<file path="src/rtl/lc3_pkg.sv">
// Shared LC-3 pipeline definitions: instruction width and opcode encoding.
package lc3_pkg;

  localparam int unsigned IW = 16;

  // Every 4-bit code is named so a cast from IR[15:12] is always a legal value;
  // JSR/RTI/RSV/TRAP are not executed by this pipeline and behave as NOP.
  typedef enum logic [3:0] {
    OP_BR   = 4'b0000,
    OP_ADD  = 4'b0001,
    OP_LD   = 4'b0010,
    OP_ST   = 4'b0011,
    OP_JSR  = 4'b0100,
    OP_AND  = 4'b0101,
    OP_LDR  = 4'b0110,
    OP_STR  = 4'b0111,
    OP_RTI  = 4'b1000,
    OP_NOT  = 4'b1001,
    OP_LDI  = 4'b1010,
    OP_STI  = 4'b1011,
    OP_JMP  = 4'b1100,
    OP_RSV  = 4'b1101,
    OP_LEA  = 4'b1110,
    OP_TRAP = 4'b1111
  } op_e;

endpackage

</file>
<file path="src/rtl/lc3_alu.sv">
// Combinational LC-3 ALU for ADD/AND/NOT; other opcodes yield zero.
module lc3_alu
  import lc3_pkg::*;
#(
  parameter int unsigned DW = 16
) (
  input  logic [DW-1:0] A,
  input  logic [DW-1:0] operand2,
  input  op_e           op,
  output logic [DW-1:0] result
);

  always_comb begin
    result = '0;
    unique case (op)
      OP_ADD:  result = A + operand2;
      OP_AND:  result = A & operand2;
      OP_NOT:  result = ~A;
      default: result = '0;
    endcase
  end

endmodule

</file>
<file path="src/rtl/execute.sv">
// LC-3 execute stage: operand forwarding, ALU/address generation, one-cycle
// registered results with hold-on-stall that suppresses repeated side effects.
module execute
  import lc3_pkg::*;
#(
  parameter int unsigned DW = 16
) (
  input  logic          clk,
  input  logic          rst,
  input  logic          enable_execute,
  input  logic [IW-1:0] IR,
  input  logic [DW-1:0] npc_in,
  input  logic [DW-1:0] VSR1,
  input  logic [DW-1:0] VSR2,
  input  logic [DW-1:0] Mem_Bypass_Val,
  input  logic          bypass_alu_1,
  input  logic          bypass_alu_2,
  input  logic          bypass_mem_1,
  input  logic          bypass_mem_2,
  output logic [2:0]    sr1,
  output logic [2:0]    sr2,
  output logic [DW-1:0] aluout,
  output logic [DW-1:0] pcout,
  output logic [DW-1:0] M_Data,
  output logic [2:0]    dr,
  output logic          W_en,
  output logic [2:0]    NZP,
  output logic [IW-1:0] IR_Exec
);

  logic [DW-1:0] aluout_q, aluout_d;
  logic [DW-1:0] pcout_q, pcout_d;
  logic [DW-1:0] m_data_q, m_data_d;
  logic [2:0]    dr_q, dr_d;
  logic          w_en_q, w_en_d;
  logic [2:0]    nzp_q, nzp_d;
  logic [IW-1:0] ir_exec_q, ir_exec_d;

  op_e           op;
  logic          is_store;
  logic [DW-1:0] a_val, b_val, operand2, alu_res;
  logic [DW-1:0] imm5, off6, off9, pc_rel;

  assign op       = op_e'(IR[15:12]);
  assign is_store = (op == OP_ST) || (op == OP_STR) || (op == OP_STI);

  assign sr1 = IR[8:6];
  assign sr2 = is_store ? IR[11:9] : IR[2:0];

  assign imm5 = {{(DW-5){IR[4]}}, IR[4:0]};
  assign off6 = {{(DW-6){IR[5]}}, IR[5:0]};
  assign off9 = {{(DW-9){IR[8]}}, IR[8:0]};

  // Forwarding reads the currently registered result, so ALU beats memory.
  assign a_val = bypass_alu_1 ? aluout_q : (bypass_mem_1 ? Mem_Bypass_Val : VSR1);
  assign b_val = bypass_alu_2 ? aluout_q : (bypass_mem_2 ? Mem_Bypass_Val : VSR2);

  assign operand2 = IR[5] ? imm5 : b_val;
  assign pc_rel   = npc_in + off9;

  lc3_alu #(.DW(DW)) u_alu (
    .A        (a_val),
    .operand2 (operand2),
    .op       (op),
    .result   (alu_res)
  );

  always_comb begin
    aluout_d  = aluout_q;
    pcout_d   = pcout_q;
    m_data_d  = m_data_q;
    dr_d      = dr_q;
    ir_exec_d = ir_exec_q;
    w_en_d    = 1'b0;
    nzp_d     = 3'b000;
    if (enable_execute) begin
      aluout_d  = '0;
      pcout_d   = '0;
      m_data_d  = '0;
      dr_d      = 3'b000;
      ir_exec_d = IR;
      unique case (op)
        OP_ADD, OP_AND, OP_NOT: begin
          aluout_d = alu_res;
          dr_d     = IR[11:9];
          w_en_d   = 1'b1;
        end
        OP_LEA: begin
          aluout_d = pc_rel;
          pcout_d  = pc_rel;
          dr_d     = IR[11:9];
          w_en_d   = 1'b1;
        end
        OP_LD, OP_LDI: begin
          pcout_d = pc_rel;
          dr_d    = IR[11:9];
          w_en_d  = 1'b1;
        end
        OP_LDR: begin
          pcout_d = a_val + off6;
          dr_d    = IR[11:9];
          w_en_d  = 1'b1;
        end
        OP_ST, OP_STI: begin
          pcout_d  = pc_rel;
          m_data_d = b_val;
        end
        OP_STR: begin
          pcout_d  = a_val + off6;
          m_data_d = b_val;
        end
        OP_BR: begin
          pcout_d = pc_rel;
          nzp_d   = IR[11:9];
        end
        OP_JMP: begin
          pcout_d = a_val;
          nzp_d   = 3'b111;
        end
        default: ;
      endcase
    end
  end

  always_ff @(posedge clk) begin
    if (rst) begin
      aluout_q  <= '0;
      pcout_q   <= '0;
      m_data_q  <= '0;
      dr_q      <= 3'b000;
      w_en_q    <= 1'b0;
      nzp_q     <= 3'b000;
      ir_exec_q <= '0;
    end else begin
      aluout_q  <= aluout_d;
      pcout_q   <= pcout_d;
      m_data_q  <= m_data_d;
      dr_q      <= dr_d;
      w_en_q    <= w_en_d;
      nzp_q     <= nzp_d;
      ir_exec_q <= ir_exec_d;
    end
  end

  assign aluout  = aluout_q;
  assign pcout   = pcout_q;
  assign M_Data  = m_data_q;
  assign dr      = dr_q;
  assign W_en    = w_en_q;
  assign NZP     = nzp_q;
  assign IR_Exec = ir_exec_q;

endmodule

</file>
<file path="config.mk">
export PLATFORM = sky130hd
export DESIGN_NAME = execute
export DESIGN_NICKNAME = d
export VERILOG_FILES = /design/src/rtl/lc3_pkg.sv /design/src/rtl/lc3_alu.sv /design/src/rtl/execute.sv
export SDC_FILE = /design/constraint.sdc
export NUM_CORES = 1
export LEC_CHECK = 0
export ABC_AREA = 1
export BUFFER_PORTS_ARGS = -buffer_cell sky130_fd_sc_hd__buf_2
export CELL_PAD_IN_SITES_DETAIL_PLACEMENT = 1
export CELL_PAD_IN_SITES_GLOBAL_PLACEMENT = 1
export CORE_MARGIN = 2
export CORE_UTILIZATION = 40
export DETAILED_ROUTE_END_ITERATION = 6
export PLACE_DENSITY_LB_ADDON = 0.2
export SYNTH_ARGS = -nofsm -noshare
export SYNTH_HDL_FRONTEND = slang
export SYNTH_SLANG_ARGS = --single-unit
</file>
<file path="constraint.sdc">
create_clock -name clk -period 6.8 [get_ports clk]
set_input_delay 1.02 -clock clk [delete_from_list [all_inputs] [get_ports clk]]
set_output_delay 1.02 -clock clk [all_outputs]
set_load 0.03 [all_outputs]
</file>
==> results of run 1 <==
-- registers in the layout, summed over array words and instances, names as in the netlist --
signal   flops
IR_Exec     16
M_Data      16
NZP          3
W_en         1
aluout      16
dr           3
pcout       16
-- where the power goes --
part	internal, mW	switching, mW	leakage (nW)
logic	0.178	0.391	3.45
registers	0.437	0.0159	0.582
clock network	0.256	0.225	0.136
total	0.871	0.632	4.17
-- worst min-delay path by stage --
| stage | startpoint | to | slack (ns) |
|---|---|---|---|
| 6_report | IR_Exec[11] | IR_Exec[11] | 0.46 |
| 5_1_grt | M_Data[11] | M_Data[11] | 0.48 |
| 4_1_cts | IR_Exec[11] | IR_Exec[11] | 0.46 |
| 3_5_place_dp | IR_Exec[11] | IR_Exec[11] | 0.45 |
| 3_3_place_gp | IR_Exec[11] | IR_Exec[11] | 0.45 |
| 2_1_floorplan | IR_Exec[10] | IR_Exec[10] | 0.59 |
-- per-layer routing --
metal / routed length (µm) / part of all wire [%] / vias up
met2: 12200 / 47 / 235
met3: 1320 / 5.1 / 50
met1: 11700 / 45 / 3761
li1: - / - / 3969
met4: 712 / 2.7 / 0
met5: 0 / 0 / -
-- cells in the final DEF (no fill, tap or decap), types with 3 or more instances in the layout --
| cell type | count |
|---|---|
| inv_2 | 4 |
| o221ai_1 | 3 |
| o21bai_1 | 3 |
| o21ai_0 | 53 |
| clkbuf_16 | 9 |
| a21oi_1 | 127 |
| nor3_1 | 10 |
| a31oi_1 | 3 |
| fa_1 | 3 |
| inv_1 | 125 |
| mux2_2 | 3 |
| a41oi_1 | 3 |
| buf_2 | 163 |
| a22oi_1 | 14 |
| nand2_1 | 408 |
| or2_2 | 4 |
| nand4_1 | 8 |
| o211ai_1 | 7 |
| nand3_1 | 95 |
| nand3b_1 | 4 |
| ha_1 | 46 |
| nor2_1 | 78 |
| xor2_1 | 6 |
| dfxtp_1 | 71 |
-- cell families (layout without fill, tap and decap cells) --
logic type	after synthesis	count (layout)	share of synthesized area, %
adders and majority gates	49	49	9.66
muxes	3	3	0.513
xor gates and xnor gates	7	7	0.932
AOI/OAI and AO/OA	216	216	17.9
and+or+nand+nor	614	614	38.4
buffers and inverters	175	313	11.0
DFF	71	71	21.6
-- final cells by class --
type	instances	share of cell area, %
multi-input cells	889	57.3
inverters	132	6.43
clock inverters	7	0.824
flip-flops and latches	71	18.4
repair buffers	165	10.7
clock buffers	9	2.91
well taps	216	3.49
-- synthesized netlist by cell type (all sizes together) --
cell type / count / area [µm²]
a41oi: 4 / 42.6
a31oi: 3 / 18.8
o21bai: 3 / 22.5
o22ai: 1 / 6.26
nand3: 95 / 475
buf: 22 / 138
mux2: 3 / 33.8
xor2: 6 / 52.6
nor3: 12 / 82.6
o221ai: 3 / 26.3
dfxtp: 71 / 1420
o21ai: 54 / 270
and2: 1 / 6.26
a21oi: 127 / 636
nand4: 8 / 50.1
clkbuf: 21 / 88.8
inv: 130 / 490
nand3b: 4 / 30.0
fa: 3 / 60.1
o211ai: 7 / 52.6
ha: 46 / 576
nor2: 81 / 317
clkinv: 2 / 7.51
or2: 4 / 25.0
xnor2: 1 / 8.76
a22oi: 14 / 105
nand2: 409 / 1540
-- through the flow --
stage | total power, mW | hold WS (ns) | instances | utilization (%) | area [µm²]
2_1_floorplan | 0.850 | 0.590 | 1135 | - | 6580
4_1_cts | 1.50 | 0.461 | 1489 | 48.4 | 7740
3_3_place_gp | 1.01 | 0.448 | 1473 | 46.6 | 7450
3_5_place_dp | 1.02 | 0.451 | 1473 | 46.6 | 7450
6_report | 1.50 | 0.461 | 1489 | 48.4 | 7740
5_1_grt | 1.59 | 0.483 | 1489 | 48.4 | 7740
-- worst min-delay path: cells and delay by family (launching register included) --
kind	cells	cell delay, ns
flip-flops	1	0.31
AND/OR/NAND/NOR	1	0.06
AO/OA/AOI/OAI	1	0.05
==> out/summary.md, run 1 <==
At the pin with the least slew margin, the transition time is 0.967 ns. The depth of the critical timing path with buffers and inverters included was 19. When the netlist entered floorplanning its net count stood at 1271.

Port buffering added 163 buffers. After clock tree synthesis, the clock-pin slew on the worst setup and hold paths is 0.07 ns. The tools report the post-synthesis sequential area ratio as 21.6%. The final clock period utilization by the worst path came out at 57.1%.

In this run, the number of DRC markers left after iteration 0 of detailed routing was 458. The die covers 17500 µm². Timing would allow up to 257 MHz. The synthesized area per cell is 5.80 µm². TritonCTS built the clock tree. In this run the worst hold path is classified as reg -> reg. The critical path goes through buf_2 -> clkinv_1 -> nand2_1 -> nand2_1 -> ha_1 -> fa_1 -> nand2_1 -> nand2_1 -> nand2_1 -> nand2_1 -> nand2_1 -> nand2_1 -> nand2_1 -> nand2_1 -> a21oi_1 -> o21ai_0 -> nand2_1 -> nor2_1 -> nor2_1.

The total number of vias is 8015. The total wire length after detailed routing was 26.0 mm. Setup repair after global routing left no endpoint under its margin.

Tracing the worst setup path back leads to its startpoint at IR[5]. For the worst flop-to-flop path, the logic depth is 12. Summing all flip-flop and latch instances after layout gives 1420 µm².

Worst flop-to-flop path endpoint: pcout[6]. The die is 132 µm tall. In this run, CTS created clock tree buffers numbering 9. The cell count after synthesis came out at 1135. The number of nets with antenna violations after detailed routing was 0; the number of max-cap violations was 0. Entering global routing, the biggest net connects 75 pins.

For this run, the slowest stage of the critical path takes 0.60 ns. Maximum vdd drop: 0.157 mV. The element type at the critical path end is a flop. For the arrival time at the worst endpoint, the log shows 4.17 ns. The flow ran to the end, and the final reports show no timing, DRC or antenna violations. The tools report the number of levels in the clock H-tree as 3. The total of fill cells in the finished design is 2344, and the setup fix buffers added after clock tree synthesis is 0. For met1 alone, demand over resource in global routing was 37.1%. The global placement routability congestion is 0.939. The I/O pin count was 164. The number of antenna diodes in the final layout is 0. The number of rows in the core area is 46. CTS saw 71 sinks.

The busiest metal layer after global routing was met2. The cell occurring most often along the worst timing path was nand2_1. The run gives 2.73 ns as the worst-case setup slack after placement. Using the TritonRoute via totals, the vias-per-cell ratio works out to 5.38. The tools report the number of detailed-route iterations in the first pass as 5. In the global route stage, met2 resource usage came out at 49.9%. Measured against its own limit, the worst slew margin works out to 35.4%. The later pin in the worst-skew pair is clocked with a latency of 0.35 ns.

At the worst endpoint, the required time is 7.09 ns. The number of gates resized after CTS was 0. Number of global-route vias before repair: 7937. After clock tree synthesis, the flow added hold-fix buffers numbering 0. The standard cell with the maximum stage delay on the critical path is clkinv_1. On the critical path the largest part of the delay comes from simple AND/OR/NAND/NOR gates.

The final hold violation count came out at 0. The tools report the maximum root-to-sink buffer count as 2. Counting flops and latches in the post-synthesis netlist gives 71. For this configuration, the core starts out at a cell density of 41.1%. The initial antenna violation count is 0, and the met3 track demand over resource in global routing is 4.58%.

The run gives 0 as the max-slew violation total from the final report. The worst register-to-register path has a setup slack of 4.12 ns. On the final layout, the worst clock skew is 0.00978 ns. The wire-length estimate of the detail-placed layout is 20.6 mm. The most critical setup path has its endpoint at aluout[8]. At the end of the flow, the number of nets in the layout was 1404.

The clock period minus worst slack came out at 3.88 ns. The first global-routing pass estimated 40.9 mm of wire. The areal power density over the cells works out to 194 nW/µm².

Kind of critical path: in -> reg. The worst hold path passes through 2 cells. Across all setup checks in the final design, the least slack found is 2.92 ns. The launch instance of the worst register-to-register path was aluout[5].

The mapped netlist covers 6580 µm². Clock tree synthesis selected as its root buffer the cell clkbuf_16. For this run the aggregate overflow at the end of global routing stands at 0. Detail-routed net length per standard cell: 17.4 µm.

For this design the static power due to leakage is 4.17 nW. Global routing used 29.0% of the available tracks across all layers. Along the worst path, the maximum fanout reaches 18. In this run the horizontal extent of the chip is 132 µm. The logs give 0 ns for the post-route setup TNS and 0 for the number of warning messages in the yosys log. The area taken by multi-input logic gates was 4430 µm²; the layout overhead on the synthesized area was 17.7%. Together, buffers and inverters on the worst path number 2. The total area inside the core boundary comes to 16000 µm². After detailed routing, the number of remaining DRC violations is 0.

Setup violations remaining at the end of the flow were counted as 0. Layout cell share with drive strength beyond 1: 15.7%. STA classifies the critical path startpoint as an input pin. The run gives 39 as the unique cell type count in the Yosys netlist.
Note: power is estimated with default switching activity, not from simulation.
==> run 2: changes to the inputs <==
- ABC_AREA: 1 -> 0
- CORE_UTILIZATION: 40 -> 39
- clock period: 6.8 -> 4 ns (I/O delays scaled with it)
==> out/summary.md, run 2 <==
The count of clock tree sinks is 71 (unchanged). The most common cell after layout, fill and taps aside was buf_2 (was nand2_1). The share of Yosys cell area claimed by the top area cell type was 23.4% (was 23.3%); the post-layout total power was 2.55 mW (was 1.50 mW).

The post-route DRC violation count is 0 (unchanged), and the clock transition time at the flip-flop clock pins of the worst setup and hold paths is 0.05 ns (was 0.07 ns). The peak fanout along the critical path works out to 6 (was 18). The arrival time at the worst endpoint is 3.57 ns (was 4.17 ns), and the switching power as a share of total power is 36.8% (was 42.0%). Setup repair after global routing left no endpoint under its margin. The global-route wire length before repair is 33.9 mm (was 40.9 mm).

After layout, the minimum clock period comes to 3.36 ns. The max-slew violation total from the final report was 0 (unchanged); the worst setup slack after layout was 0.643 ns (was 2.92 ns). TritonCTS built the clock tree.

The layout overhead on the synthesized area is 21.5% (was 17.7%), and the maximum root-to-sink buffer count is 2 (unchanged). The standard cell core area is 15200 µm² (was 16000 µm²). The run gives 1104 (was 1473) as the placed cell count. The net count of the mapped netlist was 918 (was 1271). The total standard cell area after synthesis is 6070 µm² (was 6580 µm²). The aggregate global-route resource usage was 26.0% (was 29.0%); the total grt overflow was 0 (unchanged). The number of enable-type register cells in the synthesized netlist was 0 (unchanged); the number of buffers added by the clock tree synthesis step was 9 (unchanged). Most instantiated cells after synthesis: 105 x nor2_1, 71 x dfxtp_1, 71 x nand2_1 (was 408 x nand2_1, 127 x a21oi_1, 125 x inv_1).

The global placement routability congestion came out at 0.899 (was 0.939). Required time at the endpoint of the critical path: 4.21 ns (was 7.09 ns). Dominant synthesized flop cell: dfxtp_1 (unchanged). Count of hold-fix buffers inserted at cts: 0 (unchanged).

Most frequent cells in the layout: 163 x buf_2, 105 x nor2_1, 71 x dfxtp_1, 71 x nand2_1, 70 x a21oi_1 (was 408 x nand2_1, 163 x buf_2, 127 x a21oi_1). The tools report the element type at the critical path end as a flop (unchanged). The number of detailed-route iterations in the first pass was 6 (was 5); the unique cell type count in the Yosys netlist was 78 (was 39).

The relative max-transition margin was 25.1% (was 35.4%). The non-filler instance count after layout is 1120 (was 1489), and the share of synthesized registers carrying an async set or reset is 0% (unchanged). The tools report the flop-to-flop setup slack as 0.89 ns (was 4.12 ns).

The run gives 3.39 nW (was 4.17 nW) as the leakage component of the power. The number of register bits inferred by synthesis is 71 (unchanged), and the number of rows in the core area is 45 (was 46). The run gives 16600 µm² (was 17500 µm²) as the area enclosed by the die boundary. Antenna diode count: 0 (unchanged). The tools report the final-stage net count as 1063 (was 1404). The flow ran to the end, and the final reports show no timing, DRC or antenna violations. The number of global-route vias before repair is 6650 (was 7937). The logs give 164 (unchanged) for the I/O pin count and 65 (was 75) for the maximum number of pins on one net before global-route repair. The tools report the post-synthesis sequential area ratio as 23.4% (was 21.6%). The area taken by multi-input logic gates was 4390 µm² (was 4430 µm²). For the total wire length after detailed routing, the log shows 21.8 mm (was 26.0 mm). For the clock share of power, the log shows 33.4% (was 32.0%).

The areal power density over the cells is 345 nW/µm² (was 194 nW/µm²). The routed via count divided by cell count is 5.89 (was 5.38). The register area was 1420 µm² (unchanged); the number of warning messages in the yosys log was 0 (unchanged). The number of instances resized during post-cts repair is 0 (unchanged). The number of levels in the clock H-tree is 3 (unchanged), and the post-route setup TNS is 0 ns (unchanged). The run gives 0 (unchanged) as the setup fix buffers added after clock tree synthesis.

The insertion delay to the later sink of the worst-skew pair was 0.35 ns (about the same). The horizontal die dimension works out to 129 µm (was 132 µm). The tools report the combinational share of power as 36.6% (was 37.9%). The achievable frequency came out at 298 MHz. The effective utilization at floorplan came out at 39.9% (was 41.1%). Path class of the lowest-slack min-delay path: reg -> reg (unchanged).

The synthesized area per cell is 7.76 µm² (was 5.80 µm²). The logs give 0 (unchanged) for the final hold violation count and 0 (unchanged) for the number of max-cap violations. The tools report the worst-case setup slack after placement as 0.358 ns (was 2.73 ns).

The DRC marker count from the first detailed-route iteration is 378 (was 458), and the worst-case reg-to-reg path depth is 11 (was 12). The tools report the number of endpoints failing setup at the final stage as 0 (unchanged). The share of total power in sequential cells is 30.0% (was 30.2%), and the number of buffers inserted by port buffering is 163 (unchanged).

The kind of critical path is in -> reg (unchanged). The most numerous cell in the Yosys netlist is nor2_1 (was nand2_1). The library cell occupying the most area in the post-synthesis netlist was dfxtp_1 (was nand2_1). For the number of instances in the synthesized netlist, the log shows 782 (was 1135). The number of nets with antenna violations after detailed routing was 0 (unchanged); the switching power summed over all nets was 0.938 mW (was 0.632 mW). The startpoint type of the worst setup path was an input pin (unchanged). The vertical die dimension is 129 µm (was 132 µm), and the setup skew after layout is 0.00963 ns (was 0.00978 ns). The tools report the clock tree root buffer cell as clkbuf_16 (unchanged). The maximum vdd drop came out at 0.200 mV (was 0.157 mV).

The transition time at the pin with the least slew margin came out at 1.12 ns (was 0.967 ns). The detail-routed net length per standard cell works out to 19.4 µm (was 17.4 µm). The run gives 1.61 mW (was 0.871 mW) as the internal power contribution. The initial antenna violation count came out at 0 (unchanged). Top cells by area in the synthesized netlist: dfxtp_1 23%, ha_1 9.5%, mux2i_1 8.4% (was nand2_1 23%, dfxtp_1 22%, a21oi_1 9.7%).

Total of fill cells in the finished design: 1924 (was 2344). The run gives 16.7 mm (was 20.6 mm) as the HPWL after detailed placement. For the total number of vias, the log shows 6597 (was 8015).

The worst path uses 83.9% of the clock period. The layout cell share with drive strength beyond 1 is 24.0% (was 15.7%). The worst hold path stage count was 2 (unchanged).
[run 2: per-stage QoR]
step,hold WS [ns],util (%),cell area (µm²)
floorplan,0.575,-,6070
global placement,0.434,46.5,7070
detailed placement,0.440,46.5,7070
CTS,0.448,48.5,7380
global route,0.483,48.5,7380
finish,0.445,48.5,7380
[run 2: power by group through the flow]
stage | clock network, mW | logic, mW | registers (mW)
2_1_floorplan | 0 | 0.578 | 0.840
3_3_place_gp | 0 | 0.881 | 0.778
3_5_place_dp | 0 | 0.915 | 0.780
4_1_cts | 0.863 | 0.924 | 0.764
5_1_grt | 0.884 | 1.02 | 0.768
6_report | 0.852 | 0.933 | 0.764
[run 2: worst paths after layout]
| kind | from | end |
|---|---|---|
| worst max-delay path | bypass_mem_1 | pcout[13] |
| worst min-delay path | pcout[10] | pcout[10] |
| worst max register to register | aluout[0] | pcout[10] |
| worst min register to register | pcout[10] | pcout[10] |
[run 2: area by class of cell]
class,count,area share (%)
Inverter,10,0.509
Timing Repair Buffer,183,13.3
Sequential cell,71,19.3
Multi-Input combinational cell,652,59.6
Clock buffer,12,3.48
Tap cell,188,3.19
Clock inverter,4,0.729
[run 2: logic make-up after synthesis]
logic type / Yosys count / share of synthesized area [%]
buffers and inverters: 59 / 4.22
and+or+nand+nor: 243 / 18.0
xor gates and xnor gates: 34 / 4.90
DFF: 71 / 23.4
AOI/OAI and AO/OA: 272 / 30.0
muxes: 54 / 8.96
adders and majority gates: 49 / 10.5
[run 2: metal layers]
| layer | wire length [µm] | track usage [%] |
|---|---|---|
| met5 | 0 | 0 |
| met4 | 425 | 8.38 |
| met3 | 1280 | 3.49 |
| met2 | 10100 | 43.7 |
| met1 | 9980 | 34.5 |
[run 2: worst max-delay path, stage by stage]
cell and delay [ns]:
buf_2 0.12, mux2i_1 0.11, o21ai_0 0.84, ha_1 0.41, a211oi_1 0.26, o21ai_2 0.13, o22ai_1 0.30, o21ai_1 0.16
xor2_1 0.16, a222oi_1 0.37, o21ai_1 0.10
